## config.mk

```make
export PLATFORM = sky130hd
export DESIGN_NAME = load_align_unit
export DESIGN_NICKNAME = d
export VERILOG_FILES = /design/src/rtl/load_pkg.sv /design/src/rtl/load_extract.sv /design/src/rtl/load_align_unit.sv
export SDC_FILE = /design/constraint.sdc
export NUM_CORES = 1
export LEC_CHECK = 0
export ABC_AREA = 0
export CAP_MARGIN = 40
export CORE_MARGIN = 3
export CORE_UTILIZATION = 49
export CTS_CLUSTER_DIAMETER = 60
export DETAILED_ROUTE_END_ITERATION = 6
export PLACE_DENSITY = 0.92
export SYNTH_ARGS = -nofsm -noshare
export SYNTH_HDL_FRONTEND = slang
export SYNTH_SLANG_ARGS = --single-unit
```

## constraint.sdc

```tcl
create_clock -name clk -period 3.05 [get_ports clk]
set_input_delay 0.305 -clock clk [delete_from_list [all_inputs] [get_ports clk]]
set_output_delay 0.305 -clock clk [all_outputs]
set_load 0.02 [all_outputs]
```

## src/rtl/load_pkg.sv

```systemverilog
// Shared encodings for the load path: access sizes, load FSM states and a
// size-to-byte-count helper.
package load_pkg;

  typedef enum logic [1:0] {
    SZ_B = 2'b00,
    SZ_H = 2'b01,
    SZ_W = 2'b10,
    SZ_D = 2'b11
  } size_t;

  typedef enum logic [2:0] {
    IDLE   = 3'd0,
    ISSUE0 = 3'd1,
    WAIT0  = 3'd2,
    ISSUE1 = 3'd3,
    WAIT1  = 3'd4,
    RESP   = 3'd5
  } state_t;

  function automatic logic [3:0] bytes_of(input size_t size);
    logic [3:0] n;
    case (size)
      SZ_B:    n = 4'd1;
      SZ_H:    n = 4'd2;
      SZ_W:    n = 4'd4;
      SZ_D:    n = 4'd8;
      default: n = 4'd1;
    endcase
    return n;
  endfunction

endpackage

```

## src/rtl/load_extract.sv

```systemverilog
// Combinational extractor: shifts the {word1,word0} window down by the byte
// offset, keeps the addressed byte/half/word/dword and sign- or zero-extends it.
module load_extract
  import load_pkg::*;
#(
  parameter int XLEN  = 32,
  parameter int OFF_W = $clog2(XLEN / 8)
) (
  input  logic [XLEN-1:0]  word0,
  input  logic [XLEN-1:0]  word1,
  input  logic [OFF_W-1:0] offset,
  input  size_t            size,
  input  logic             is_unsigned,
  output logic [XLEN-1:0]  data
);

  logic [2*XLEN-1:0] window_s;
  logic [2*XLEN-1:0] shifted_s;
  logic [6:0]        nbits_s;
  logic              sign_s;
  logic              fill_s;

  // Shift, pick the top bit of the field, then fill everything above the field
  always_comb begin
    window_s  = {word1, word0};
    shifted_s = window_s >> {offset, 3'b000};
    nbits_s   = {bytes_of(size), 3'b000};
    case (size)
      SZ_B:    sign_s = shifted_s[7];
      SZ_H:    sign_s = shifted_s[15];
      SZ_W:    sign_s = shifted_s[31];
      SZ_D:    sign_s = shifted_s[63];
      default: sign_s = 1'b0;
    endcase
    if (is_unsigned) begin
      fill_s = 1'b0;
    end else begin
      fill_s = sign_s;
    end
    data = {XLEN{1'b0}};
    for (int i = 0; i < XLEN; i++) begin
      if (i < int'(nbits_s)) begin
        data[i] = shifted_s[i];
      end else begin
        data[i] = fill_s;
      end
    end
  end

endmodule

```

## src/rtl/load_align_unit.sv

```systemverilog
// Sequential load unit: word-aligned reads over a valid handshake, then extract
// and extend. Define MISALIGNED_SPLIT_EN to merge two reads for crossing loads.
module load_align_unit
  import load_pkg::*;
#(
  parameter int XLEN   = 32,
  parameter int ADDR_W = 32
) (
  input  logic              clk,
  input  logic              rst,
  input  logic              req_valid,
  output logic              req_ready,
  input  logic [ADDR_W-1:0] req_addr,
  input  logic [1:0]        req_size,
  input  logic              req_unsigned,
  output logic              mem_rd_en,
  output logic [ADDR_W-1:0] mem_addr,
  input  logic [XLEN-1:0]   mem_rd_data,
  input  logic              mem_rd_valid,
  output logic              rsp_valid,
  output logic [XLEN-1:0]   rsp_data,
  output logic              rsp_err
);

  localparam int OFF_W      = $clog2(XLEN / 8);
  localparam int WORD_BYTES = XLEN / 8;

  state_t            state_r;
  state_t            state_next_s;
  logic [ADDR_W-1:0] addr_r;
  size_t             size_r;
  logic              unsigned_r;
  logic [XLEN-1:0]   word0_r;
  logic [OFF_W-1:0]  off_s;
  logic              cross_s;
  logic              err_next_s;
  logic [XLEN-1:0]   ext_w0_s;
  logic [XLEN-1:0]   ext_w1_s;
  logic [XLEN-1:0]   ext_data_s;
  logic [ADDR_W-1:0] req_aligned_s;
  logic [ADDR_W-1:0] next_aligned_s;

  // Dword loads only exist on a 64-bit datapath
  function automatic logic size_bad(input size_t sz);
    return (sz == SZ_D) && (XLEN < 64);
  endfunction

  // Address arithmetic and extractor window; the arriving word is used directly
  // so the result is ready in the same cycle the FSM enters RESP
  always_comb begin
    off_s          = addr_r[OFF_W-1:0];
    cross_s        = (5'(off_s) + 5'(bytes_of(size_r))) > 5'(WORD_BYTES);
    req_aligned_s  = {req_addr[ADDR_W-1:OFF_W], {OFF_W{1'b0}}};
    next_aligned_s = {addr_r[ADDR_W-1:OFF_W], {OFF_W{1'b0}}} + ADDR_W'(WORD_BYTES);
    if (state_r == WAIT0) begin
      ext_w0_s = mem_rd_data;
    end else begin
      ext_w0_s = word0_r;
    end
    if (state_r == WAIT1) begin
      ext_w1_s = mem_rd_data;
    end else begin
      ext_w1_s = {XLEN{1'b0}};
    end
  end

  load_extract #(.XLEN(XLEN), .OFF_W(OFF_W)) u_extract (
    .word0       (ext_w0_s),
    .word1       (ext_w1_s),
    .offset      (off_s),
    .size        (size_r),
    .is_unsigned (unsigned_r),
    .data        (ext_data_s)
  );

  // Next-state logic; err_next_s marks entries into RESP that report an error
  always_comb begin
    state_next_s = state_r;
    err_next_s   = 1'b0;
    case (state_r)
      IDLE: begin
        if (req_valid) state_next_s = ISSUE0;
        else           state_next_s = IDLE;
      end
      ISSUE0: begin
        if (size_bad(size_r)) begin
          state_next_s = RESP;
          err_next_s   = 1'b1;
        end else begin
          state_next_s = WAIT0;
        end
      end
      WAIT0: begin
        if (!mem_rd_valid) begin
          state_next_s = WAIT0;
        end else if (!cross_s) begin
          state_next_s = RESP;
        end else begin
`ifdef MISALIGNED_SPLIT_EN
          state_next_s = ISSUE1;
`else
          state_next_s = RESP;
          err_next_s   = 1'b1;
`endif
        end
      end
`ifdef MISALIGNED_SPLIT_EN
      ISSUE1: state_next_s = WAIT1;
      WAIT1: begin
        if (mem_rd_valid) state_next_s = RESP;
        else              state_next_s = WAIT1;
      end
`endif
      RESP:    state_next_s = IDLE;
      default: state_next_s = IDLE;
    endcase
  end

  // State register, request/word latches and registered outputs
  always_ff @(posedge clk) begin
    if (rst) begin
      state_r    <= IDLE;
      req_ready  <= 1'b1;
      mem_rd_en  <= 1'b0;
      mem_addr   <= {ADDR_W{1'b0}};
      rsp_valid  <= 1'b0;
      rsp_data   <= {XLEN{1'b0}};
      rsp_err    <= 1'b0;
      addr_r     <= {ADDR_W{1'b0}};
      size_r     <= SZ_B;
      unsigned_r <= 1'b0;
      word0_r    <= {XLEN{1'b0}};
    end else begin
      state_r   <= state_next_s;
      req_ready <= (state_next_s == IDLE);
      mem_rd_en <= ((state_next_s == ISSUE0) && !size_bad(size_t'(req_size))) ||
                   (state_next_s == ISSUE1);
      rsp_valid <= (state_next_s == RESP);
      if ((state_r == IDLE) && req_valid) begin
        addr_r     <= req_addr;
        size_r     <= size_t'(req_size);
        unsigned_r <= req_unsigned;
        mem_addr   <= req_aligned_s;
      end else if (state_next_s == ISSUE1) begin
        mem_addr   <= next_aligned_s;
      end
      if ((state_r == WAIT0) && mem_rd_valid) begin
        word0_r <= mem_rd_data;
      end
      if (state_next_s == RESP) begin
        rsp_data <= err_next_s ? {XLEN{1'b0}} : ext_data_s;
        rsp_err  <= err_next_s;
      end
    end
  end

endmodule

```

# After elaboration in Yosys (flattened, before gate mapping)
# Cells that the tools add are included.
[classes] mux=48 eq_ne=10 magnitude_cmp=33 add_sub_neg=2 n_div=0 n_mul=0 reduce_logical=10 bitwise_logic=0 shifts=1
[op_table] operator="32-bit two-way mux" count=5
[op_table] operator="5-bit by 7-bit < comparator with 1-bit output, first input constant" count=16
[op_table] operator="64-bit by 5-bit >> shifter with 64-bit output" count=1
[op_table] operator="4-bit by 7-bit < comparator with 1-bit output, first input constant" count=8
[op_table] operator="1-bit two-way mux" count=37
[op_table] operator="32-bit by 3-bit adder with 32-bit output, second input constant" count=1
[op_table] operator="3-bit by 7-bit < comparator with 1-bit output, first input constant" count=4
[op_table] operator="4-bit one-hot mux with 4 select lines" count=1
[op_table] operator="1-bit by 7-bit < comparator with 1-bit output, first input constant" count=2
[op_table] operator="2-bit by 7-bit < comparator with 1-bit output, first input constant" count=2
[op_table] operator="3-bit one-hot mux with 3 select lines" count=1
[op_table] operator="2-bit equality test, second input constant" count=3
[op_table] operator="3-bit by 1-bit equality test with 1-bit output, second input constant" count=2
[op_table] operator="3-bit by 2-bit equality test with 1-bit output, second input constant" count=2
[op_table] operator="3-bit equality test, second input constant" count=2
[op_table] operator="3-bit logical NOT" count=2
[op_table] operator="3-bit two-way mux" count=2
[op_table] operator="2-bit by 4-bit adder with 5-bit output" count=1
[op_table] operator="5-bit by 3-bit greater-than comparator with 1-bit output, second input constant" count=1
[op_table] operator="1-bit one-hot mux with 4 select lines" count=1
[op_table] operator="1-bit logical AND" count=3
[op_table] operator="2-bit by 1-bit equality test with 1-bit output, second input constant" count=1
[op_table] operator="2-bit logical NOT" count=1
[op_table] operator="1-bit one-hot mux with 2 select lines" count=1
[op_table] operator="other kinds (4)" count=4
[totals] n_memories=0 romBits=0 latchBits=0 reg_bits=138 ram_bits=0

# Logic depth before layout (Yosys ltp)
[depth] ltp_word=8 depth_mapped=11 depth_no_buf=9

# Hierarchy
# Synthesis repeated with hierarchy kept, for this count alone.
[hier_totals] hier_cells=599 hier_area_um2=5391.4
[by_module_without_submodules] mod="load_align_unit" n_inst=1 area_per_inst_um2=4322.9 cells_per_inst=490
[by_module_without_submodules] mod="load_extract" n_inst=1 area_per_inst_um2=1068.5 cells_per_inst=109

# Least setup slack after synthesis
# OpenSTA, ideal clock, no wires.
[synth_path] path_type="reg2reg" start="register addr_r[1]" end="register rsp_data[27]" synth_period_minus_slack_ns=2.755 required_time_ns=2.971 path_slack_ns=0.295 stages_incl_launch_ff=11 setup_time_ns=0.079 arrival_time_ns=2.676 cell_sequence="dfxtp_1 > clkbuf_1 > inv_2 > clkbuf_1 > fa_1 > nor2b_1 > o211ai_1 > a211o_1 > nand4b_2 > buf_4 > o211ai_1"
[synth_between] elab_chain_cells=6 word_cells_on_any_way=10 cone_classes="1 x add/sub; 1 x order compare; 1 x shift; 7 x mux"
[synth_rtl] element="start: declaration" line_no="load_align_unit.sv:30" source="logic [ADDR_W-1:0] addr_r;"
[synth_rtl] element="start signal: assignment" line_no="load_align_unit.sv:129" source="addr_r <= {ADDR_W{1'b0}};"
[synth_rtl] element="start signal: assignment" line_no="load_align_unit.sv:140" source="addr_r <= req_addr;"
[synth_rtl] element="2-bit by 4-bit adder with 5-bit output" line_no="load_align_unit.sv:52" source="cross_s = (5'(off_s) + 5'(bytes_of(size_r))) > 5'(WORD_BYTES);"
[synth_rtl] element="5-bit by 3-bit greater-than comparator with 1-bit output" line_no="load_align_unit.sv:52"
[synth_rtl] element="1-bit two-way mux" line_no="load_align_unit.sv:96" source="end else if (!cross_s) begin"
[synth_rtl] element="1-bit two-way mux" line_no="load_align_unit.sv:94" source="if (!mem_rd_valid) begin"
[synth_rtl] element="1-bit one-hot mux with 2 select lines" line_no="load_align_unit.sv:80" source="case (state_r)"
[synth_rtl] element="32-bit two-way mux (*)" line_no="load_align_unit.sv:151" source="rsp_data <= err_next_s ? {XLEN{1'b0}} : ext_data_s;"
[synth_rtl] element="end signal: assignment" line_no="load_align_unit.sv:127" source="rsp_data <= {XLEN{1'b0}};"
[synth_rtl] element="end signal: assignment" line_no="load_align_unit.sv:151"
[synth_rtl] element="end: declaration" line_no="load_align_unit.sv:21" source="output logic [XLEN-1:0] rsp_data,"
# Mark *: on every way between the ends. The rest lies on a longest branch, timed or not.
# A chain may end at the register's enable or synchronous reset.

# Final worst setup path
[layout_path] start="register size_r[0]" end="register rsp_data[15]"
[layout_between] elab_chain_cells=8 word_cells_on_any_way=19 cone_classes="1 x add/sub; 2 x order compare; 4 x eq/ne; 11 x mux; 1 x reduce/logical"
[layout_rtl] element="start: declaration" line_no="load_align_unit.sv:31" source="size_t size_r;"
[layout_rtl] element="start signal: assignment" line_no="load_align_unit.sv:141" source="size_r <= size_t'(req_size);"
[layout_rtl] element="2-bit equality test, or another cell as far along" line_no="load_pkg.sv:23, load_extract.sv:28, load_align_unit.sv:45"
[layout_rtl] element="4-bit one-hot mux with 4 select lines" line_no="load_pkg.sv:23" source="case (size)"
[layout_rtl] element="2-bit by 4-bit adder with 5-bit output" line_no="load_align_unit.sv:52"
[layout_rtl] element="5-bit by 3-bit greater-than comparator with 1-bit output" line_no="load_align_unit.sv:52"
[layout_rtl] element="1-bit two-way mux" line_no="load_align_unit.sv:96"
[layout_rtl] element="1-bit two-way mux" line_no="load_align_unit.sv:94"
[layout_rtl] element="1-bit one-hot mux with 2 select lines" line_no="load_align_unit.sv:80"
[layout_rtl] element="32-bit two-way mux" line_no="load_align_unit.sv:151"
# Several ways; a longest one is shown, not always the timed one.

==> qor.csv <==
metric,value,unit
Starting DRT DRC Count,530,
ant diodes,0,
Final Instance Count excl. Fillers,892,
Hold Path Origin,rst,
routed length per instance,17.6,um
CP Data Required Time,3.34,ns
"most common cell after layout, fill and taps aside",nand2_1,
hold crit path type,in2reg,
FP Rows,37,
final setup vio count,0,
WHS Path Cells,2,
placed inst area,6720,sq um
Post-Synthesis Cell Area,5340,sq um
Hold Path End,mem_addr[15]$_SDFFE_PP0P_,
Post-synth EDFFs,0,
r2r worst-path depth,9,
syn_area_per_cell,8.21,sq um
total core area,10500,sq um
Worst-Skew Late Latency,0.38,ns
ratio of cells with drive above 1 in the final layout,7.80,%
grt ovf,0,
Worst-Margin Slew,0.848,ns
Tcrit/Tclk final,92.2,%
Gate Count Post-Synth,650,
synthesized flop and latch total,106,
Reg-to-Reg End,rsp_data[15]$_SDFFE_PP0P_,
antenna-violating nets left,0,
total negative slack,0,ns
RSZ-0062 raised after global routing,false,
number of vias per cell,5.84,
max-slew violation count,0,
pwr/cell area,429,nW/um^2
"commonest non-fill, non-tap cells in the layout","nand2_1 (178), clkdlybuf4s50_1 (135), dfxtp_1 (105), a21oi_1 (89), mux2i_1 (53)",
status,"finished, final reports clean",
Final Critical Period,2.81,ns
met2 Use GR,43.0,%
# hold bufs at CTS,0,
Worst EP arrival,3.10,ns
htree depth,3,
cts bufs inserted,9,
Port Buffers,136,
CP Launch Type,flop,
largest net degree at the start of global routing,69,
post-route cell area,6920,sq um
nets@finish,825,
met1 layer usage reported by global route,33.6,%
f_max,0.356,GHz
total number of vias,5208,
cell taking the most area after synthesis,dfxtp_1,
VDD IR-drop max,0.243,mV
io pins,139,
CP Class,reg2reg,
Clock Tree Root,clkbuf_8,
TritonCTS Sinks,106,
global-route wire length before repair,24.5,mm
DP Cell Count,876,
Die ar.,12200,sq um
met3 usage,4.72,%
worst reg-to-reg setup slack,0.24,ns
routability cong.,0.930,
Max Cap Viol,0,
Leak Pwr,2.36,nW
"Distinct cells, synth",47,
main area contributors after synthesis,"dfxtp_1 (40%), nand2_1 (13%), mux2i_1 (9.9%)",
slew margin rel.,42.9,%
initial core utilization,51.0,%
chip width,110,um
skew final,0.00734,ns
Critical Path Sink Type,flop,
"Max FO, Critical Path",8,
Initial DRT Pass Iterations,6,
clk slew on worst S/H paths,0.10,ns
Final HPWL DP,11.6,mm
Yosys top cell area share,39.7,%
Tot GR Track Use,25.6,%
initial antenna violation count,0,
dominant synthesized flop cell,dfxtp_1,
Final Hold Viols,0,
die height,110,um
GR peak layer,met2,
yosys warns,0,
"Async S/R FF share, synth",0,%
P&R area growth vs syn,29.6,%
sequential-to-total area share from yosys stat,39.7,%
Longest Clk Path Bufs,2,
drt drc,0,
worst r2r src,size_r[0]$_SDFFE_PP0P_,
vias in the first global route,4943,
CTS tree,built,
Routed WL,15.7,mm
[how the worst max path moves through the flow]
stage                            from                   endpoint  slack, ns  depth (start not counted)
5_1_grt        size_r[0]$_SDFFE_PP0P_  rsp_data[15]$_SDFFE_PP0P_       0.05                          9
6_report       size_r[0]$_SDFFE_PP0P_  rsp_data[15]$_SDFFE_PP0P_       0.24                          9
2_1_floorplan  addr_r[1]$_SDFFE_PP0P_  rsp_data[27]$_SDFFE_PP0P_       0.29                         10
3_5_place_dp   size_r[0]$_SDFFE_PP0P_  rsp_data[30]$_SDFFE_PP0P_       0.21                          9
4_1_cts        size_r[0]$_SDFFE_PP0P_  rsp_data[30]$_SDFFE_PP0P_       0.16                          9
3_3_place_gp   size_r[1]$_SDFFE_PP0P_  rsp_data[30]$_SDFFE_PP0P_       0.36                          8
[layer usage]
metal,share of wire [%],up-vias,routed length (um)
li1,-,2451,-
met1,41,2438,6400
met2,49,280,7630
met3,8.0,39,1260
met4,2.4,0,376
met5,0,-,0
[timing repair]
action,CTS,global route
gates resized for setup,0,1
buffers inserted,0,0
hold endpoints to repair,0,0
setup endpoints to repair,0,13
[flip-flops by register name, indices dropped and copies added, names as in the netlist]
name and flops:
rsp_data 32, word0_r 32, mem_addr 30, state_r 3, addr_r 2, size_r 2, mem_rd_en 1, req_ready 1
rsp_err 1, rsp_valid 1, unsigned_r 1
[cell usage after synthesis, types with 2 or more instances]
master	number
nor3b_1	2
buf_6	4
buf_2	9
dfxtp_1	106
mux4_2	8
buf_4	5
inv_1	3
nand4_1	2
a21oi_1	89
inv_2	2
a21o_1	2
a31oi_1	2
and2_1	8
nor2b_1	4
o211ai_1	10
clkbuf_1	39
o21ai_0	45
nand2b_1	4
nor2_1	7
o21bai_1	2
buf_1	4
o2111ai_1	7
nand3b_1	2
nand3_1	22
nand4b_1	2
ha_1	2
mux2i_1	53
nand2_1	178
mux2_2	2
a221oi_2	8
[cells by family after synthesis]
group           count (synthesis)  synth area share [%]
compound gates                169                  19.1
fa+ha+maj                       3                 0.844
buf+inv                        66                  5.77
flops                         106                  39.7
mux                            64                  14.0
other cells                     1                0.0702
simple gates                  241                  20.5
[final cells by class]
type | count | area (sq um)
Clock buffer | 9 | 124
Clock inverter | 7 | 68.8
Multi-Input combinational cell | 479 | 2930
Inverter | 5 | 18.8
Fill cell | 854 | 3550
Timing Repair Buffer | 150 | 1480
Sequential cell | 106 | 2120
Tap cell | 136 | 170
[critical path, stage by stage, from the launching register on]
cell and delay (ns):
dfxtp_1 0.33, nor2_1 0.24, ha_1 0.23, inv_1 0.06
fa_1 0.49, nor2b_1 0.21, o211ai_1 0.18, a21oi_1 0.57
a21oi_1 0.12, a221oi_2 0.30
[stage by stage]
| step | power (mW) | worst slack, ns | util [%] | hold slack, ns |
|---|---|---|---|---|
| after floorplan | 1.86 | 0.295 | - | 0.424 |
| after global placement | 2.10 | 0.360 | 64.0 | 0.442 |
| after detailed placement | 2.13 | 0.209 | 64.2 | 0.447 |
| after CTS | 2.97 | 0.160 | 66.0 | 0.440 |
| after global routing | 3.09 | 0.0483 | 66.1 | 0.468 |
| final | 2.97 | 0.237 | 66.1 | 0.446 |
[power by group]
part	total [mW]	switching, mW	internal (mW)
combinational	0.635	0.354	0.281
clock	0.861	0.483	0.378
sequential	1.47	0.0370	1.44
total	2.97	0.874	2.10
No activity file was read; power rests on OpenSTA's default activity.
